[config.mk]
export PLATFORM = sky130hd
export DESIGN_NAME = mem_port_arbiter
export DESIGN_NICKNAME = d
export VERILOG_FILES = /design/src/rtl/mem_port_arbiter.sv
export SDC_FILE = /design/constraint.sdc
export NUM_CORES = 1
export LEC_CHECK = 0
export CAP_MARGIN = 20
export CORE_AREA = 2 2 131 133
export DETAILED_ROUTE_END_ITERATION = 8
export DIE_AREA = 0 0 133 135
export GPL_ROUTABILITY_DRIVEN = 0
export PLACE_DENSITY = 0.77
export SLEW_MARGIN = 25
export SYNTH_ARGS = -nofsm -noshare
export SYNTH_HDL_FRONTEND = slang
export SYNTH_SLANG_ARGS = --single-unit
[constraint.sdc]
create_clock -name afi_phy_clk -period 5.35 [get_ports afi_phy_clk]
set_clock_uncertainty 0.1 [all_clocks]
set_input_delay 1.07 -clock afi_phy_clk [delete_from_list [all_inputs] [get_ports afi_phy_clk]]
set_output_delay 1.07 -clock afi_phy_clk [all_outputs]
set_load 0.05 [all_outputs]
[src/rtl/mem_port_arbiter.sv]
// mem_port_arbiter
//   Shares one memory command port between N_PORTS clients. Each grant is
//   held for up to MAX_HOLD accepted beats. A single command register sits
//   between the clients and the memory side. Read returns are steered back
//   to their issuing port through an in-order tag FIFO.
//
//   Ports
//     afi_phy_clk, afi_phy_rst_n        clock, async active-low reset
//     port_req/we/addr/wdata            packed per-port command inputs
//     port_ready                        per-port command accept (one-hot or 0)
//     port_rdata, port_rdata_valid      broadcast read data, one-hot qualifier
//     local_address/wdata/write_req/read_req, local_ready
//                                       memory-side command handshake
//     local_rdata, local_rdata_valid    memory read return (in issue order)
//     err_orphan                        sticky: a return arrived with no tag
//     tag_full                          outstanding-read tag FIFO is full
module mem_port_arbiter #(
   parameter int N_PORTS    = 3,
   parameter int ADDR_W     = 32,
   parameter int DATA_W     = 32,
   parameter int MAX_HOLD   = 16,
   parameter int TAG_DEPTH  = 8,
   parameter int FIXED_PRIO = 0
) (
   input  logic                       afi_phy_clk,
   input  logic                       afi_phy_rst_n,
   input  logic [N_PORTS-1:0]         port_req,
   input  logic [N_PORTS-1:0]         port_we,
   input  logic [N_PORTS*ADDR_W-1:0]  port_addr,
   input  logic [N_PORTS*DATA_W-1:0]  port_wdata,
   output logic [N_PORTS-1:0]         port_ready,
   output logic [DATA_W-1:0]          port_rdata,
   output logic [N_PORTS-1:0]         port_rdata_valid,
   output logic [ADDR_W-1:0]          local_address,
   output logic [DATA_W-1:0]          local_wdata,
   output logic                       local_write_req,
   output logic                       local_read_req,
   input  logic                       local_ready,
   input  logic [DATA_W-1:0]          local_rdata,
   input  logic                       local_rdata_valid,
   output logic                       err_orphan,
   output logic                       tag_full
);

   localparam int GW = $clog2(N_PORTS);
   localparam int PW = (TAG_DEPTH > 1) ? $clog2(TAG_DEPTH) : 1;
   localparam int CW = $clog2(TAG_DEPTH + 1);

   typedef enum logic {IDLE, HOLD} state_t;

   state_t          state, state_nxt;
   logic [GW-1:0]   grant, grant_nxt;
   logic [GW-1:0]   last_grant, last_grant_nxt;
   logic [GW-1:0]   winner, cand;
   logic [7:0]      beat_cnt, beat_cnt_nxt;
   int unsigned     rr_idx;
   logic            accept, cmd_free, cmd_valid, cmd_we;
   logic            push, pop;
   logic [PW-1:0]   wr_ptr, rd_ptr;
   logic [CW-1:0]   tag_cnt;
   logic [GW-1:0]   tag_mem [TAG_DEPTH];

   // Winner search. Loops run from the far end so the last assignment is the
   // first match in search order.
   always_comb begin
      winner = '0;
      cand   = '0;
      rr_idx = 0;
      if (FIXED_PRIO != 0) begin
         for (int unsigned k = N_PORTS; k > 0; k--) begin
            cand = GW'(k - 1);
            if (port_req[cand]) winner = cand;
         end
      end else begin
         for (int unsigned k = N_PORTS; k > 0; k--) begin
            rr_idx = 32'(last_grant) + k;
            if (rr_idx >= 32'(N_PORTS)) rr_idx = rr_idx - 32'(N_PORTS);
            cand = GW'(rr_idx);
            if (port_req[cand]) winner = cand;
         end
      end
   end

   assign cmd_free = !cmd_valid || local_ready;

   // Next-state and accept logic. The cycle that leaves HOLD never accepts.
   always_comb begin
      state_nxt      = state;
      grant_nxt      = grant;
      last_grant_nxt = last_grant;
      beat_cnt_nxt   = beat_cnt;
      port_ready     = '0;
      accept         = 1'b0;
      case (state)
         IDLE: begin
            if (|port_req) begin
               state_nxt    = HOLD;
               grant_nxt    = winner;
               beat_cnt_nxt = '0;
            end
         end
         HOLD: begin
            if (!(port_req[grant] && (beat_cnt < 8'(MAX_HOLD)))) begin
               state_nxt      = IDLE;
               last_grant_nxt = grant;
            end else if (cmd_free && (port_we[grant] || !tag_full)) begin
               accept            = 1'b1;
               port_ready[grant] = 1'b1;
               beat_cnt_nxt      = beat_cnt + 8'd1;
            end
         end
      endcase
   end

   always_ff @(posedge afi_phy_clk or negedge afi_phy_rst_n) begin
      if (!afi_phy_rst_n) begin
         state      <= IDLE;
         grant      <= '0;
         last_grant <= GW'(N_PORTS - 1);
         beat_cnt   <= '0;
      end else begin
         state      <= state_nxt;
         grant      <= grant_nxt;
         last_grant <= last_grant_nxt;
         beat_cnt   <= beat_cnt_nxt;
      end
   end

   // Command register: loads on accept, drains when the memory takes it.
   always_ff @(posedge afi_phy_clk or negedge afi_phy_rst_n) begin
      if (!afi_phy_rst_n) begin
         cmd_valid     <= 1'b0;
         cmd_we        <= 1'b0;
         local_address <= '0;
         local_wdata   <= '0;
      end else if (accept) begin
         cmd_valid     <= 1'b1;
         cmd_we        <= port_we[grant];
         local_address <= port_addr[32'(grant) * ADDR_W +: ADDR_W];
         local_wdata   <= port_wdata[32'(grant) * DATA_W +: DATA_W];
      end else if (local_ready) begin
         cmd_valid     <= 1'b0;
      end
   end

   assign local_write_req = cmd_valid && cmd_we;
   assign local_read_req  = cmd_valid && !cmd_we;

   // Tag FIFO of issuing port indices for outstanding reads.
   assign push     = accept && !port_we[grant];
   assign pop      = local_rdata_valid && (tag_cnt != '0);
   assign tag_full = (tag_cnt == CW'(TAG_DEPTH));

   function automatic logic [PW-1:0] ptr_inc(input logic [PW-1:0] p);
      return (p == PW'(TAG_DEPTH - 1)) ? '0 : p + PW'(1);
   endfunction

   always_ff @(posedge afi_phy_clk or negedge afi_phy_rst_n) begin
      if (!afi_phy_rst_n) begin
         wr_ptr     <= '0;
         rd_ptr     <= '0;
         tag_cnt    <= '0;
         err_orphan <= 1'b0;
      end else begin
         if (push) wr_ptr <= ptr_inc(wr_ptr);
         if (pop)  rd_ptr <= ptr_inc(rd_ptr);
         case ({push, pop})
            2'b10:   tag_cnt <= tag_cnt + CW'(1);
            2'b01:   tag_cnt <= tag_cnt - CW'(1);
            default: tag_cnt <= tag_cnt;
         endcase
         if (local_rdata_valid && (tag_cnt == '0)) err_orphan <= 1'b1;
      end
   end

   always_ff @(posedge afi_phy_clk) begin
      if (push) tag_mem[wr_ptr] <= grant;
   end

   assign port_rdata       = local_rdata;
   assign port_rdata_valid = pop ? (N_PORTS'(1) << tag_mem[rd_ptr]) : '0;

endmodule
; Yosys cells after proc, flatten, opt, wreduce, memory -nomap -nowiden
; Memory sizes are Yosys's and may differ from the RTL's.
; Cells that the tools add are included.
[totals]
word_cells = 107
ff_bits = 90
inputBits = 234
n_memories = 1
mem_bits_ro = 0
latch_bits = 0
mem_bits_rw = 16
[mem_list]
columns = name, depth, word_bits, read_ports, rd_clocked_by_memory_dff, wr, line_no
row1 = tag_mem, 8, 2, 1, 0, 1, 61  ; logic [GW-1:0] tag_mem [TAG_DEPTH];
[op_classes]
n_eq_ne = 8
mul = 0
shift = 3
n_div = 0
bitwise_logic = 2
order_cmp = 9
n_mux = 39
addsub = 11
n_reduce_logical = 22
[ops]
columns = operator, count
row1 = $shiftx 96x8->32, 2
row2 = $mux 8, 3
row3 = $mux 3, 6
row4 = $pmux 8 s2, 1
row5 = $mux 1, 15
row6 = $lt 2x3->1 const B, 4
row7 = $mux 2, 6
row8 = $bmux 1 s2, 5
row9 = $ge 3x2->1 const B, 3
row10 = $add 8x1->8 const B, 1
row11 = $logic_and 1x1->1, 8
row12 = $lt 8x5->1 const B, 1
row13 = $pmux 4 s2, 1
row14 = $add 2x2->3 const B, 2
row15 = $add 3x1->3 const B, 2
row16 = $eq 3x3->1 const B, 2
row17 = $sub 2x2->2 const B, 3
row18 = $add 4x1->4 const B, 1
row19 = $eq 4x4->1 const B, 1
row20 = $logic_not 1->1, 4
row21 = $logic_not 4->1, 1
row22 = $ne 2x1->1 const B, 2
row23 = $reduce_and 2->1, 2
row24 = $reduce_bool 2->1, 2
row25 = 14 further kinds, 16

; Logic depth before layout (Yosys ltp)
[logic_depth]
depth_word = 10
ltp_mapped = 13
ltp_nobuf = 12

; Worst setup path before layout
; No wires, ideal clock.
[synth_timing]
path_kind = input to output
start = input port_we[2]
end = output port_ready[2]
stages = 5
arrival_ns = 2.878
required_ns = 4.180
slack_ns = 1.302
cell_sequence = mux2i_1 -> o2bb2ai_2 -> o21a_1 -> nand2_1 -> nor3b_1
[synth_via]
elab_chain_cells = 7
[synth_lines]
columns = element, line_no
row1 = start: declaration, 28  ; input logic [N_PORTS-1:0] port_we,
row2 = $bmux 1 s2, 106  ; end else if (cmd_free && (port_we[grant] || !tag_full)) begin
row3 = $mux 1 (implied by the code), 106
row4 = $logic_or 1x1->1, 106
row5 = $logic_and 1x1->1, 106
row6 = $mux 3, 106
row7 = $mux 3, 103  ; if (!(port_req[grant] && (beat_cnt < 8'(MAX_HOLD)))) begin
row8 = $mux 3, 94  ; case (state)
row9 = end: declaration, 31  ; output logic [N_PORTS-1:0] port_ready,
; No other way between the ends. The select of a mux whose other input is x is not followed.

; Worst setup path after layout
[layout_timing]
start = input port_req[1]
end = output port_ready[2]
[layout_via]
elab_chain_cells = 5
[layout_lines]
columns = element, line_no
row1 = start: declaration, 27  ; input logic [N_PORTS-1:0] port_req,
row2 = $bmux 1 s2, 103
row3 = $mux 1 (implied by the code), 103
row4 = $logic_and 1x1->1, 103
row5 = $mux 3, 103
row6 = $mux 3, 94
; No other way between the ends. The select of a mux whose other input is x is not followed.

==> qor.csv <==
metric,value,unit
Fillers,1434,
#FFs+latches synth,106,
Critical Path Start,port_req[1],
Root Buffer,clkbuf_16,
std cell rows,47,
largest net degree at the start of global routing,66,
share of the synthesized area in the top cell type,36.8,%
final slew viol count,0,
worst IR drop on VDD,0.327,mV
Final Hold Vio Count,0,
ys flop type,dfrtp_1,
Core ar.,16400,µm²
GR Overflow Total,0,
CP Class,in2out,
ranking of synthesized cells by area,"dfrtp_1, mux2_2, mux2i_1",
Initial Util,36.9,%
htree depth,3,
"FFs w/ async S/R, synth",84.9,%
pwr/cell area,590,nW/µm²
post-synthesis sequential area ratio,45.1,%
YS warnings,0,
clock latency on the worst-skew pair,350,ps
"Hold-fix buffers, CTS",0,
Final #Nets,1032,
global-route wire length before repair,27.2,mm
max-cap violations,0,
Worst EP required,4180,ps
final instance area,9050,µm²
GRT Total Usage,19.6,%
Post-Syn Nets,804,
post-CTS resize count,0,
placed instance count,996,
cell taking the most area after synthesis,dfrtp_1,
number of I/O pins,340,
hold worst-path end,err_orphan,
pre-CTS WS,762,ps
type of destination of the critical path,output port,
Area Overhead vs Synth,49.4,%
PnR worst setup slack,737,ps
initial antenna violation count,0,
status,completed,
Via density,4.89,
count of clock tree sinks,106,
setup TNS,0,ps
die area,18000,µm²
CTS Buffer Depth,2,
initial drt markers,269,
CTS tree,built,
I/O Buffers,275,
Rel. slew slack,49.0,%
chip height,135,µm
Slew @ Worst Pin,765,ps
count of antenna-violating nets left after detailed routing,0,
DR pass1 iterations,4,
Final Critical Period,4610,ps
wire per inst,17.2,µm
f_max,217,MHz
number of global-route vias before repair,5120,
via count,4944,
Hold Path Class,reg2reg,
cells on worst reg2reg path,12,
Clock transition at path regs,70,ps
share of cells above drive strength 1,13.5,%
DP Area,8770,µm²
final core occ,55.2,%
Setup Buffers After CTS,0,
final HPWL from detailed placement,13.0,mm
Min-Delay Path Depth,1,
Remaining DRCs,0,
Setup crit start kind,input port,
Post-Synthesis Cells,559,
WL final,17.4,mm
diodes inserted,0,
Leakage,3.55,nW
RSZ-0062 raised after global routing,no,
CTS Buf Count,9,
synth unique cells,50,
Final setup viols,0,
critical-path maximum fanout,4,
Non-Filler Instances,1012,
WP data arrival,3440,ps
syn_area_per_cell,10.8,µm²
hold wc startpoint,err_orphan,
Post-synth EDFFs,16,
period utilization,86.2,%
"Cell Area, Synth",6060,µm²
R2R Setup Slk,2100,ps
Die X,133,µm
reg2reg start,grant[1],
RR Endpoint,tag_cnt[2],
-- layout make-up --
| cell class | count | area [µm²] | area share (%) |
|---|---|---|---|
| Multi-Input combinational cell | 379 | 2910 | 32.1 |
| Timing Repair Buffer | 281 | 2810 | 31.0 |
| Sequential cell | 106 | 2740 | 30.3 |
| Tap cell | 220 | 275 | 3.04 |
| Clock buffer | 12 | 260 | 2.87 |
| Inverter | 10 | 37.5 | 0.415 |
| Clock inverter | 4 | 26.3 | 0.290 |
-- registers in the layout, summed over array words and instances, names as in the netlist --
| name | count |
|---|---|
| cmd_we | 1 |
| state | 1 |
| tag_mem | 16 |
| last_grant | 2 |
| err_orphan | 1 |
| local_address | 32 |
| rd_ptr | 3 |
| local_wdata | 32 |
| cmd_valid | 1 |
| beat_cnt | 8 |
| grant | 2 |
| wr_ptr | 3 |
| tag_cnt | 4 |
-- synth_stat cells, types with 3 or more instances --
master and instances:
a21oi_1 3, and2_1 4, and3_1 3, buf_1 4, buf_2 10, buf_4 32, clkbuf_1 16, dfrtp_1 89
edfxtp_1 16, ha_1 11, inv_1 9, mux2_1 5, mux2_2 65, mux2i_1 66, mux4_2 4, nand2_1 82
nand2b_1 3, nor2_1 8, nor2b_1 5, nor3_1 7, nor4_1 4, nor4b_2 4, o21ai_0 73, xor2_1 4
-- kinds of logic (layout without fill, tap and decap cells) --
group                      after synthesis  count (layout)  share of synthesized area [%]
buffers and inverters                   74             307                           7.02
muxes                                  140             140                           25.4
AOI/OAI and AO/OA                       95              95                           9.02
and+or+nand+nor                        128             128                           10.4
xor gates and xnor gates                 5               5                          0.723
adders and majority gates               11              11                           2.27
DFF                                    106             106                           45.1
-- metrics by stage --
step	hold slack, ps	power, mW
floorplan	352	3.73
global placement	338	4.69
detailed placement	344	4.73
CTS	359	5.39
global route	386	5.65
finish	354	5.34
-- cell usage in the layout (no fill, tap or decap), types with 2 or more instances in the layout --
cell type | Yosys | layout
clkdlybuf4s50_1 | 0 | 274
dfrtp_1 | 89 | 87
nand2_1 | 82 | 82
o21ai_0 | 73 | 73
mux2i_1 | 66 | 66
mux2_2 | 65 | 65
edfxtp_1 | 16 | 16
ha_1 | 11 | 11
inv_1 | 9 | 9
clkbuf_16 | 0 | 9
nor2_1 | 8 | 8
nor3_1 | 7 | 7
buf_4 | 32 | 6
mux2_1 | 5 | 5
nor4_1 | 4 | 4
mux4_2 | 4 | 4
xor2_1 | 4 | 4
nor4b_2 | 4 | 4
and2_1 | 4 | 4
nor2b_1 | 5 | 4
nand2b_1 | 3 | 3
and3_1 | 3 | 3
a21oi_1 | 3 | 3
o21a_1 | 2 | 2
a21o_1 | 2 | 2
nand3_1 | 2 | 2
a31oi_1 | 2 | 2
a221o_1 | 2 | 2
clkinv_2 | 0 | 2
clkbuf_8 | 0 | 2
-- metal layers --
layer	global-route usage, %	routed length, µm	up-vias
met4	8.48	521	0
met1	23.4	7110	2344
met3	5.56	1180	35
met2	33.1	8600	162
met5	0	0	-
li1	-	-	2403
-- worst max path at each step --
stage                         end  slack [ps]
floorplan           port_ready[2]        1300
detailed placement  port_ready[2]         760
finish              port_ready[2]         740
global placement    port_ready[2]         800
CTS                 port_ready[2]         740
global route        port_ready[2]         560
-- critical path: stages --
cell	delay, ps
clkdlybuf4s50_1	540
inv_1	80
o21ai_1	290
and4_1	310
nand2_1	120
nor3b_1	200
clkdlybuf4s50_1	830
-- power by group --
group	internal [mW]	switching, mW
clock network	0.346	0.297
registers	1.18	0.315
logic	1.34	1.87
(Power assumes the default switching activity.)
